File: src/rtl/fetch_sequencer_pkg.sv
// Shared types for the JZJCoreF fetch/execute sequencer.
// Holds the FSM state encoding and the target-alignment helper.
package JZJCoreFTypes;

   typedef enum logic [1:0] {
      FETCH   = 2'd0,
      EXECUTE = 2'd1,
      HALT    = 2'd2
   } FetchState_t;

   localparam logic [31:0] INSTRUCTION_RESET = 32'h00000000;

   // Instructions are word aligned; any low bit set in a branch target is fatal.
   function automatic logic isMisaligned(input logic [1:0] targetLow);
      return targetLow != 2'b00;
   endfunction

endpackage

File: src/rtl/fetch_sequencer.sv
// Program counter and fetch/execute sequencer for JZJCoreF.
// Fetches at PC, presents the word for one execute cycle, then loads the BranchALU target.
module fetch_sequencer
   import JZJCoreFTypes::*;
#(
   parameter logic [31:0] RESET_VECTOR = 32'h00000000
) (
   input  logic        clock,
   input  logic        reset,
   input  logic [31:0] programCounterInput,
   input  logic        branchALUBadFunct3,
   input  logic        decodeError,
   output logic [31:0] imemAddress,
   output logic        imemRequest,
   input  logic        imemReady,
   input  logic [31:0] imemInstruction,
   output logic [31:0] pcOfInstruction,
   output logic [31:0] instruction,
   output logic        instructionValid,
   output logic        halted,
   output logic        misalignedTarget,
   output logic [31:0] instructionsRetired
);

   FetchState_t state;
   logic [31:0] programCounter;
   logic [31:0] instructionWord;
   logic [31:0] retiredCount;
   logic        misalignedSticky;
   logic        targetMisaligned;
   logic        executeError;

   assign targetMisaligned = isMisaligned(programCounterInput[1:0]);
   assign executeError     = branchALUBadFunct3 | decodeError | targetMisaligned;

   // Request is gated by reset so it drops the moment reset asserts, even mid-fetch.
   assign imemRequest         = (state == FETCH) & reset;
   assign imemAddress         = programCounter;
   assign pcOfInstruction     = programCounter;
   assign instruction         = instructionWord;
   assign instructionValid    = (state == EXECUTE);
   assign halted              = (state == HALT);
   assign misalignedTarget    = misalignedSticky;
   assign instructionsRetired = retiredCount;

   always_ff @(posedge clock or negedge reset) begin
      if (!reset) begin
         state            <= FETCH;
         programCounter   <= RESET_VECTOR;
         instructionWord  <= INSTRUCTION_RESET;
         retiredCount     <= 32'h00000000;
         misalignedSticky <= 1'b0;
      end else begin
         case (state)
            FETCH: begin
               if (imemReady) begin
                  instructionWord <= imemInstruction;
                  state           <= EXECUTE;
               end
            end
            EXECUTE: begin
               // A faulting instruction does not retire; PC keeps pointing at it for debug.
               if (executeError) begin
                  misalignedSticky <= targetMisaligned;
                  state            <= HALT;
               end else begin
                  programCounter <= programCounterInput;
                  retiredCount   <= retiredCount + 32'd1;
                  state          <= FETCH;
               end
            end
            HALT: begin
               state <= HALT;
            end
            default: begin
               state <= HALT;
            end
         endcase
      end
   end

endmodule
File: config.mk
export PLATFORM = sky130hd
export DESIGN_NAME = fetch_sequencer
export DESIGN_NICKNAME = d
export VERILOG_FILES = /design/src/rtl/fetch_sequencer_pkg.sv /design/src/rtl/fetch_sequencer.sv
export SDC_FILE = /design/constraint.sdc
export NUM_CORES = 1
export LEC_CHECK = 0
export ABC_AREA = 1
export CORE_MARGIN = 1.5
export CORE_UTILIZATION = 39
export CTS_BUF_LIST = sky130_fd_sc_hd__clkbuf_4
export DETAILED_ROUTE_END_ITERATION = 7
export PLACE_DENSITY = 0.78
export SETUP_SLACK_MARGIN = 0.5
export SYNTH_ARGS = -nofsm -noshare
export SYNTH_HDL_FRONTEND = slang
export SYNTH_SLANG_ARGS = --single-unit
File: constraint.sdc
create_clock -name clock -period 1.45 [get_ports clock]
set_input_delay 0.29 -clock clock [delete_from_list [all_inputs] [get_ports clock]]
set_output_delay 0.29 -clock clock [all_outputs]
set_load 0.05 [all_outputs]
# [Yosys cells after proc, flatten, opt, wreduce, memory -nomap -nowiden]
# Cells that the tools add are included.
[classes] n_reduce_logical=5 n_mux=3 add_sub_neg=1 eq_ne=3 bitwise_logic=4
[ops] operator="adder 32 x 1 -> 32 bit, second input constant" n=1
[ops] operator="AND reduction 2 bit" n=3
[ops] operator="2-to-1 mux 2 bit" n=2
[ops] operator="one-hot mux 2 bit (2 select lines)" n=1
[ops] operator="equality test 2 x 1 -> 1 bit, second input constant" n=1
[ops] operator="equality test 2 bit, second input constant" n=1
[ops] operator="logical NOT 2 bit" n=1
[ops] operator="inequality test 2 bit, second input constant" n=1
[ops] operator="OR 1 bit" n=2
[ops] operator="nonzero test 2 bit" n=1
[ops] operator="AND 1 bit" n=1
[ops] operator="NOT 1 bit" n=1
[word_totals] register_bits=99 out_inout_bits=132 input_bits=69 wordCells=21

# [Depth between registers and ports, before layout]
# Gate-level depths: netlist (run 1).
[logic_depth] ltp_word=4 depth_mapped=10 depth_no_buf=10

# [Least setup slack after synthesis (run 1)]
# Ideal clock, no wire load.
[synth_path] path_kind="reg2out" from="register state[1]" to="output imemRequest" path_slack_ns=-0.419 required_ns=1.160 arrival_time_ns=1.579 stages_incl_launch_ff=2 path_cell_list="dfrtp_1 -> nor3b_1"
[synth_between] elab_chain_cells=2
[synth_lines] element="start: declaration" line_no="fetch_sequencer.sv:25" text="FetchState_t state;"
[synth_lines] element="start signal: assignment" line_no="fetch_sequencer.sv:48" text="state <= FETCH;"
[synth_lines] element="start signal: assignment" line_no="fetch_sequencer.sv:58" text="state <= EXECUTE;"
[synth_lines] element="start signal: assignment" line_no="fetch_sequencer.sv:65" text="state <= HALT;"
[synth_lines] element="logical NOT 2 bit" line_no="fetch_sequencer.sv:37" text="assign imemRequest = (state == FETCH) & reset;"
[synth_lines] element="AND 1 bit" line_no="fetch_sequencer.sv:37"
[synth_lines] element="end: declaration" line_no="fetch_sequencer.sv:14" text="output logic imemRequest,"
# No other way between the ends.

# [Worst setup path in the final report (run 1)]
[layout_path] from="register retiredCount[11] (netlist: instructionsRetired[11])" to="register retiredCount[29] (netlist: instructionsRetired[29])"
[layout_between] elab_chain_cells=1
[layout_lines] element="start: declaration" line_no="fetch_sequencer.sv:28" text="logic [31:0] retiredCount;"
[layout_lines] element="start signal: assignment" line_no="fetch_sequencer.sv:68" text="retiredCount <= retiredCount + 32'd1;"
[layout_lines] element="adder 32 x 1 -> 32 bit" line_no="fetch_sequencer.sv:68"
# No other way between the ends.
# A chain may end at the register's enable or synchronous reset.

==> run metrics, run 1 <==
status complete, but fails checks; violated checks negative setup slack; area growth from synthesis to layout 139%; DR iter-0 viols 784; Unique masters post-synth 26; CP Capture Type flip-flop; CP Data Required Time 1.85 ns; Die ar. 12,400 sq um; Die W 111 um; largest net degree at the start of global routing 100; DRC Markers 0; maxcap violations 0; P per Cell Area 466 nW/um^2; top cells by area, synth dfrtp_1 54%, nand2_1 22%, buf_4 5.3%, nor2_1 3.1%, inv_1 3.0%; starting density of the core 0.400; dpl cells 900; grt total ovfl 0; Final nets 963; Critical R2R Capture instructionsRetired[29]; post-synthesis sequential area ratio 0.542; Crit Path Category flip-flop to flip-flop; H-tree levels 3; Mapped Area 4570 sq um; post-route ant nets 0; clock-pin slew on the worst setup and hold paths 0.20 ns; Ant. Diodes 0; HPWL after DPL 11,000 um; die height 111 um; simple-gate area share of the yosys netlist 0.320; compound-cell area share of the yosys netlist 0.00219; GR Util met3 0.0804; largest family of logic cells by synthesized area simple AND/OR/NAND/NOR gates; Final Slew Violations 0; reg2reg path depth 10; row cnt 39; Hold Fails Final Rpt 0; final worst setup slack -0.559 ns; Worst slew margin 0.669; CTS Root Cell clkbuf_4; post-synthesis sequential element count 99; Post-Route WL 28,000 um; most common cell after layout, fill and taps aside buf_12; vias per cell 5.79; Avg Cell Area, Syn 8.15 sq um; pre-CTS setup slack -0.528 ns; Synth top area share 0.542; RSZ-0062 raised after global routing yes; via count 6,030; FF-to-FF Start instructionsRetired[11]; Final Wtd Congestion 0.887; CP endpoint instructionsRetired[29]; core area 11,400 sq um; CTS Sinks 99; Final min period 2.01 ns; Clock Path Buffers 2; yosys warns 0; worst setup path start instructionsRetired[11]; commonest non-fill, non-tap cells in the layout 148 x buf_12, 122 x nand2_1, 99 x nand2_2; First-pass DRT Iterations 6; Slew @ Worst Pin 0.495 ns; M1 GR Usage 0.336; Leakage Power 5.26 nW; post-synth top area cell dfrtp_1; Synth Area in Adders 0.00274; initial antenna violation count 0; peak supply drop 0.706 mV; XOR/XNOR share of the synthesized area 0.0364; Mapped Cells 561; CTS tree done; area occupied by registers 2560 sq um; reg2reg setup slack -0.56 ns; Worst setup SP type flip-flop; clk_lat worst skew 0.51 ns; Achievable Freq 498 MHz; Fill cells 250; final non-filler cell total 1,041; crit share post-route 1.39; area of the multi-input gates 2580 sq um; Tot GR Track Use 0.316; top-level port count 201; WP data arrival 2.41 ns; Hold Path Class primary input to flip-flop; first-pass GRT wire length 30,400 um; crit-path max FO 3; Tot Pwr 0.00508 W; Setup Skew 0.0446 ns; Min Hold Slack 0.327 ns; final setup fails 150; ratio of cells with drive above 1 in the final layout 0.640; Num CTS Buffers 9; I/O Buffers 200; GRT Max-Usage Layer met2; mux cell area share after synthesis 0; met2 Use GR 0.573; vias in the first global route 5,627; routed len/inst 26.9 um; Syn Nets 631
-- final cells by class --
class	instances	area share
Multi-Input combinational cell	380	0.236
Clock buffer	11	0.00757
Timing Repair Buffer	365	0.481
Sequential cell	99	0.234
Tap cell	143	0.0164
Inverter	38	0.0151
Clock inverter	5	0.00940
-- state kept, by name, summed over array words and instances (netlist names) --
| signal | cells |
|---|---|
| misalignedTarget | 1 |
| imemAddress | 32 |
| instructionsRetired | 32 |
| state | 2 |
| instruction | 32 |
-- cell usage after synthesis --
master / number
and2_1: 1
buf_1: 1
buf_2: 6
buf_4: 32
clkbuf_1: 6
clkinv_2: 1
dfrtp_1: 99
ha_1: 1
inv_1: 36
inv_2: 1
nand2_1: 274
nand2_2: 2
nand3_1: 17
nand3_4: 1
nand3b_1: 1
nand4_1: 7
nor2_1: 38
nor2_2: 1
nor2_4: 4
nor3_1: 7
nor3_2: 2
nor3b_1: 2
o21ai_0: 1
o21ai_1: 1
xnor2_1: 8
xor2_1: 11
-- layer usage --
| layer | up-vias | part of all wire |
|---|---|---|
| met1 | 2935 | 0.33 |
| met2 | 552 | 0.50 |
| met5 | - | 0 |
| li1 | 2348 | - |
| met4 | 0 | 0.083 |
| met3 | 195 | 0.092 |
-- kinds of logic after synthesis --
kind of cell / after synthesis
and+or+nand+nor: 357
DFF: 99
buffers and inverters: 83
xor gates and xnor gates: 19
AOI/OAI and AO/OA: 2
adders and majority gates: 1
-- how the worst min path moves through the flow --
stage	start	endpoint	cells after the start
3_3_place_gp	reset	instruction[21]	2
6_report	programCounterInput[22]	imemAddress[22]	3
3_5_place_dp	reset	instruction[19]	2
4_1_cts	programCounterInput[20]	imemAddress[20]	3
2_1_floorplan	reset	imemAddress[0]	0
5_1_grt	programCounterInput[22]	imemAddress[22]	3
-- where the power goes --
group          switching, W  total (W)  internal [W]
clock network       0.00109    0.00200      0.000909
registers                 0    0.00276       0.00276
logic              0.000146   0.000324      0.000178
-- timing repair --
| action | 4_1_cts | 5_1_grt |
|---|---|---|
| setup endpoints to repair | 230 | 315 |
| hold endpoints to repair | 99 | 0 |
| pin swaps | 35 | 42 |
| buffers inserted | 51 | 59 |
| gates resized for setup | 179 | 172 |
| hold buffers | 1 | 0 |
| gates cloned | 12 | 2 |
-- critical path: stages (launching register included) --
cell and delay [ns]:
dfrtp_2 0.44, buf_4 0.14, nand2_1 0.11, nor2_1 0.38, nand2_1 0.16, nor2_2 0.20, nand2_1 0.09, nand2_1 0.06
nand2_1 0.10, nand2_4 0.09, nand2_2 0.10
-- metrics by stage --
step / instance area (sq um) / TNS [ns] / utilization
5_1_grt: 10900 / -37.13 / 0.956
3_3_place_gp: 8230 / -17.80 / 0.720
3_5_place_dp: 8230 / -24.64 / 0.720
2_1_floorplan: 4980 / -3.76 / -
4_1_cts: 9740 / -9.09 / 0.853
6_report: 10900 / -32.67 / 0.956
(Power assumes the default switching activity.)
==> run 2, diff against run 1 <==
--- a/config.mk
+++ b/config.mk
@@ -10,6 +10,8 @@
 export CORE_UTILIZATION = 39
 export CTS_BUF_LIST = sky130_fd_sc_hd__clkbuf_4
 export DETAILED_ROUTE_END_ITERATION = 7
+export GPL_ROUTABILITY_DRIVEN = 0
+export MAX_ROUTING_LAYER = met4
 export PLACE_DENSITY = 0.78
 export SETUP_SLACK_MARGIN = 0.5
 export SYNTH_ARGS = -nofsm -noshare
==> run 2 against run 1 <==
  * The run still ends with negative setup slack left
  * Sequential share of layout area is 2.9 points higher
  * Final cell count decreased by 3.7%
  * Critical path type is now flip-flop to output pin
  * Utilization fell by 11 points
  * Global-route usage decreased by 2.6 points
==> run metrics, run 2 (same netlist as run 1, synthesis figures left out) <==
status complete, but fails checks; violated checks negative setup slack; Die ar. 12,400 sq um (unchanged); Worst Hold Launch imemInstruction[10]; CP Capture Type output pin; reg2reg setup slack -0.22 ns (+0.34 ns); core area 11,400 sq um (unchanged); HPWL after DPL 11,000 um (+0.41%); hold depth 3 (unchanged); Post-Route WL 18,800 um (-33%); Worst Hold Path EP instruction[10]; Die W 111 um (unchanged); post-route ant nets 0 (unchanged); grt total ovfl 0 (unchanged); Final nets 925 (-3.9%); reg2reg path depth 8 (-2); vias in the first global route 5,281 (-6.1%); most common cell after layout, fill and taps aside nand2_1; Leakage Power 4.73 nW (-10%); vias per cell 5.18 (-11%); top-level port count 201 (unchanged); RSZ-0062 raised after global routing yes; ratio of cells with drive above 1 in the final layout 0.479 (-0.161); crit share post-route 1.16 (-0.229); initial antenna violation count 0 (unchanged); clock-pin slew on the worst setup and hold paths 0.16 ns (-0.04 ns); crit-path max FO 2 (-1); Num CTS Buffers 9 (unchanged); P per Cell Area 465 nW/um^2 (about the same); maxcap violations 0 (unchanged); die height 111 um (unchanged); WP data arrival 1.39 ns (-1.02 ns); First-pass DRT Iterations 6 (unchanged); Achievable Freq 596 MHz (+20%); row cnt 39 (unchanged); via count 5,191 (-14%); DRC Markers 0 (unchanged); first-pass GRT wire length 27,300 um (-10%); CTS Sinks 99 (unchanged); Cell Area, Placed 8210 sq um (-0.18%); Critical R2R Capture instructionsRetired[28]; final worst setup slack -0.227 ns (+0.331 ns); FF-to-FF Start state[1]; routed len/inst 18.7 um (-30%); Tot GR Track Use 0.291 (-0.0256); Ant. Diodes 0 (unchanged); CTS Root Cell clkbuf_4; Hold Path Class primary input to flip-flop; Hold Fails Final Rpt 0 (unchanged); Clock Path Buffers 2 (unchanged); CP Data Required Time 1.16 ns (-0.69 ns); area growth from synthesis to layout 112%; Worst setup SP type flip-flop; final setup fails 81 (-46%); CTS tree done; Fill cells 544 (+120%); DR iter-0 viols 501 (-36%); I/O Buffers 200 (unchanged); H-tree levels 3 (unchanged); Crit Path Category flip-flop to output pin; Min Hold Slack 0.336 ns (+0.00904 ns); Final min period 1.68 ns (-0.331 ns); Final Slew Violations 0 (unchanged); pre-CTS setup slack -0.525 ns (+0.00325 ns); peak supply drop 0.573 mV (-19%); largest net degree at the start of global routing 100 (unchanged); Slew @ Worst Pin 0.397 ns (-0.0983 ns); Setup Skew 0.0184 ns (-0.0262 ns); starting density of the core 0.400 (unchanged); Worst slew margin 0.736 (+0.0668); Final Cell Area 9690 sq um (-11%); clk_lat worst skew 0.46 ns (-0.05 ns); commonest non-fill, non-tap cells in the layout 251 x nand2_1, 135 x buf_12, 76 x buf_4
run 2: how the worst max path moves through the flow:
stage	startpoint	to	slack, ns	cells past startpoint
5_1_grt	instructionsRetired[5]	instructionsRetired[21]	-0.30	9
2_1_floorplan	state[0]	instructionsRetired[25]	-0.11	8
6_report	state[1]	instructionValid	-0.23	4
3_3_place_gp	decodeError	instructionsRetired[5]	-0.41	6
3_5_place_dp	programCounterInput[1]	instructionsRetired[5]	-0.52	6
4_1_cts	state[1]	imemRequest	-0.27	3
run 2: timing repair:
action	4_1_cts	5_1_grt
cloned	6	1
setup endpoints to repair	230	309
setup buffers	53	28
pin swaps	19	21
hold endpoints to repair	99	0
resized for setup	85	62
hold buffers	1	0
run 2: through the flow:
step	util	std cells	TNS (ns)	total power [W]
detailed placement	0.719	898	-23.15	0.00307
global route	0.849	1003	-11.93	0.00468
finish	0.849	1003	-8.23	0.00451
global placement	0.719	898	-18.52	0.00306
CTS	0.811	974	-4.35	0.00454
floorplan	-	561	-3.76	0.00282
run 2: final cells by class:
cell class	count	area, sq um	share of cell area
repair buffers	328	4660	0.481
flip-flops and latches	99	2550	0.263
well taps	143	179	0.0185
inverters	38	163	0.0168
clock inverters	7	66.3	0.00684
multi-input cells	379	2010	0.207
clock buffers	9	67.6	0.00697
run 2: report_power, final:
part	switching, W	internal (W)
Combinational	0.0000946	0.000174
Clock	0.000960	0.000523
Sequential	0	0.00276
run 2: critical path, stage by stage, from the launching register on:
cell,delay [ns]
dfrtp_1,0.43
buf_6,0.13
nor2_4,0.13
buf_6,0.13
buf_12,0.12
run 2: per-layer routing:
metal / GRT usage / share of wire / vias up / routed length (um)
met5: - / 0 / - / 0
met4: 0.123 / 0.048 / 0 / 896
met3: 0.0596 / 0.084 / 98 / 1580
met2: 0.521 / 0.52 / 357 / 9770
met1: 0.312 / 0.35 / 2476 / 6550
li1: - / - / 2260 / -
==> run 3, diff against run 2 <==
--- a/config.mk
+++ b/config.mk
@@ -7,12 +7,12 @@
 export LEC_CHECK = 0
 export ABC_AREA = 1
 export CORE_MARGIN = 1.5
-export CORE_UTILIZATION = 39
-export CTS_BUF_LIST = sky130_fd_sc_hd__clkbuf_4
+export CORE_UTILIZATION = 38
+export CTS_CLUSTER_DIAMETER = 200
 export DETAILED_ROUTE_END_ITERATION = 7
 export GPL_ROUTABILITY_DRIVEN = 0
 export MAX_ROUTING_LAYER = met4
-export PLACE_DENSITY = 0.78
+export PLACE_DENSITY = 0.77
 export SETUP_SLACK_MARGIN = 0.5
 export SYNTH_ARGS = -nofsm -noshare
 export SYNTH_HDL_FRONTEND = slang
==> run 3 against run 2 <==
  * The flow still finishes with violations (negative setup slack)
  * Non-clock buffer count unchanged
  * Hold slack got worse by 0.30 ns
  * Die area increased by 2.6%
  * Global-route usage decreased by 0.083 points
  * Largest cell class unchanged
  * Largest power group unchanged
==> run metrics, run 3 (same netlist as run 1, synthesis figures left out) <==
commonest non-fill, non-tap cells in the layout 141 x buf_12, 135 x nand2_1, 87 x nand2_2; CTS Root Cell clkbuf_16; WP data arrival 2.02 ns (+0.63 ns); I/O Buffers 200 (unchanged); final worst setup slack -0.329 ns (-0.102 ns); DR iter-0 viols 467 (-6.8%); CTS Sinks 99 (unchanged); Min Hold Slack 0.0322 ns (-0.304 ns); H-tree levels 3 (unchanged); Worst setup SP type flip-flop; CP Capture Type flip-flop; critical-path cell list buf_6 -> nor2_4 -> nand3_4 -> buf_12 -> buf_6 -> nor3_4 -> nand3_1 -> nand2_1 -> inv_1; Setup Skew 0.0101 ns (-0.00831 ns); violated checks negative setup slack; Buffers & Inverters on Critical Path 4 (+1); Final Slew Violations 0 (unchanged); FF-to-FF Start state[1]; Final nets 926 (+0.11%); Cell Area, Placed 8200 sq um (-0.12%); starting density of the core 0.395 (-0.00507); Slew @ Worst Pin 0.527 ns (+0.131 ns); initial antenna violation count 0 (unchanged); post-route ant nets 0 (unchanged); reg2reg path depth 9 (+1); Tot GR Track Use 0.290 (-0.000835); maxcap violations 0 (unchanged); status complete, but fails checks; Clock Path Buffers 2 (unchanged); first-pass GRT wire length 27,600 um (+1.1%); most used cell along the critical path buf_6; Final min period 1.78 ns (+0.102 ns); CP max stage cell dfrtp_1; Hold Path Class primary input to async pin; HPWL after DPL 10,500 um (-4.6%); Achievable Freq 562 MHz (-5.7%); CP peak stage delay 0.41 ns (-0.02 ns); Die ar. 12,700 sq um (+2.6%); P per Cell Area 516 nW/um^2 (+11%); Ant. Diodes 0 (unchanged); ratio of cells with drive above 1 in the final layout 0.612 (+0.133); most common cell after layout, fill and taps aside buf_12; core area 11,600 sq um (+1.3%); clock-pin slew on the worst setup and hold paths 0.07 ns (-0.09 ns); Leakage Power 5.19 nW (+9.9%); reg2reg setup slack -0.33 ns (-0.11 ns); final setup fails 68 (-16%); Num CTS Buffers 9 (unchanged); die height 113 um (+1.3%); vias in the first global route 5,292 (+0.21%); worst setup path start state[1]; Tot Pwr 0.00547 W (+21%); Crit Path Category flip-flop to flip-flop; largest net degree at the start of global routing 100 (unchanged); Worst slew margin 0.646 (-0.0898); routed len/inst 23.6 um (+26%); Final Cell Area 10,600 sq um (+9.4%); Die W 113 um (+1.3%); Fill cells 374 (-31%); CTS tree done; CP top delay family simple AND/OR/NAND/NOR gates; setup TNS -7.89 ns (+0.342 ns); Hold Fails Final Rpt 0 (unchanged); Hold Buf Count CTS 0 (-1); CP Data Required Time 1.69 ns (+0.53 ns); CP endpoint instructionsRetired[27]; Post-Route WL 23,700 um (+26%); DRC Markers 0 (unchanged); vias per cell 5.49 (+6.0%); peak supply drop 0.523 mV (-8.8%); row cnt 39 (unchanged); via count 5,507 (+6.1%); crit-path max FO 4 (+2); clk_lat worst skew 0.35 ns (-0.11 ns); grt total ovfl 0 (unchanged); top-level port count 201 (unchanged); RSZ-0062 raised after global routing yes; Critical R2R Capture instructionsRetired[27]; area growth from synthesis to layout 132%; Stages on worst setup path 9 (+5); First-pass DRT Iterations 5 (-1); crit share post-route 1.23 (+0.0704)
-- run 3: changes by cell type in the layout (fill, tap and decap cells not counted), sizes merged --
cell and change:
clkbuf +11, bufbuf -2, bufinv -1, inv -3, clkdlybuf4s50 -4, dlygate4sd3 -1, nand3 +1, buf -3
dlygate4sd2 +4, clkinvlp -1
-- run 3: area by class of cell --
| class | instances | area (sq um) | area share |
|---|---|---|---|
| inverter | 38 | 186 | 0.0176 |
| multi-input combinational | 380 | 2580 | 0.243 |
| tap | 143 | 179 | 0.0169 |
| timing repair buffer | 328 | 4820 | 0.455 |
| clock inverter | 2 | 10.0 | 0.000944 |
| clock buffer | 14 | 274 | 0.0258 |
| sequential | 99 | 2550 | 0.240 |
-- run 3: how the worst min path moves through the flow --
stage,from,cells after the start,end,slack (ns)
3_5_place_dp,reset,2,instructionsRetired[24],0.44
6_report,reset,2,instruction[6],0.03
5_1_grt,reset,2,instruction[6],0.08
4_1_cts,reset,2,instruction[14],0.08
2_1_floorplan,reset,0,imemAddress[0],-0.006
3_3_place_gp,reset,2,instruction[14],0.43
-- run 3: through the flow --
stage               utilization  setup slack (ns)  cells
floorplan                     -            -0.112    561
global route              0.917            -0.330   1004
finish                    0.917            -0.329   1004
global placement          0.709            -0.381    895
detailed placement        0.709            -0.460    895
CTS                       0.816            -0.124    967
-- run 3: per-layer routing --
| metal | GRT usage | up-vias | part of all wire |
|---|---|---|---|
| li1 | - | 2263 | - |
| met1 | 0.318 | 2649 | 0.33 |
| met2 | 0.506 | 435 | 0.51 |
| met3 | 0.0578 | 160 | 0.090 |
| met4 | 0.138 | 0 | 0.076 |
| met5 | - | - | 0 |
-- run 3: report_power, final --
group / internal [W] / total [W] / switching [W]
clock: 0.00130 / 0.00239 / 0.00109
combinational: 0.000177 / 0.000321 / 0.000145
sequential: 0.00276 / 0.00276 / 0
-- run 3: timing repair --
action | CTS | global route
gates resized for setup | 106 | 221
hold endpoints to repair | 0 | 0
setup buffers | 49 | 29
endpoints found under the setup margin | 231 | 231
pin swaps | 20 | 50
cloned | 7 | 8
-- run 3: worst reg2reg max path, stage by stage (launching register included) --
cell     delay (ns)
dfrtp_1        0.41
buf_6          0.13
nor2_4         0.15
nand3_4        0.13
buf_12         0.18
buf_6          0.12
nor3_4         0.16
nand3_1        0.18
nand2_1        0.16
inv_1          0.06
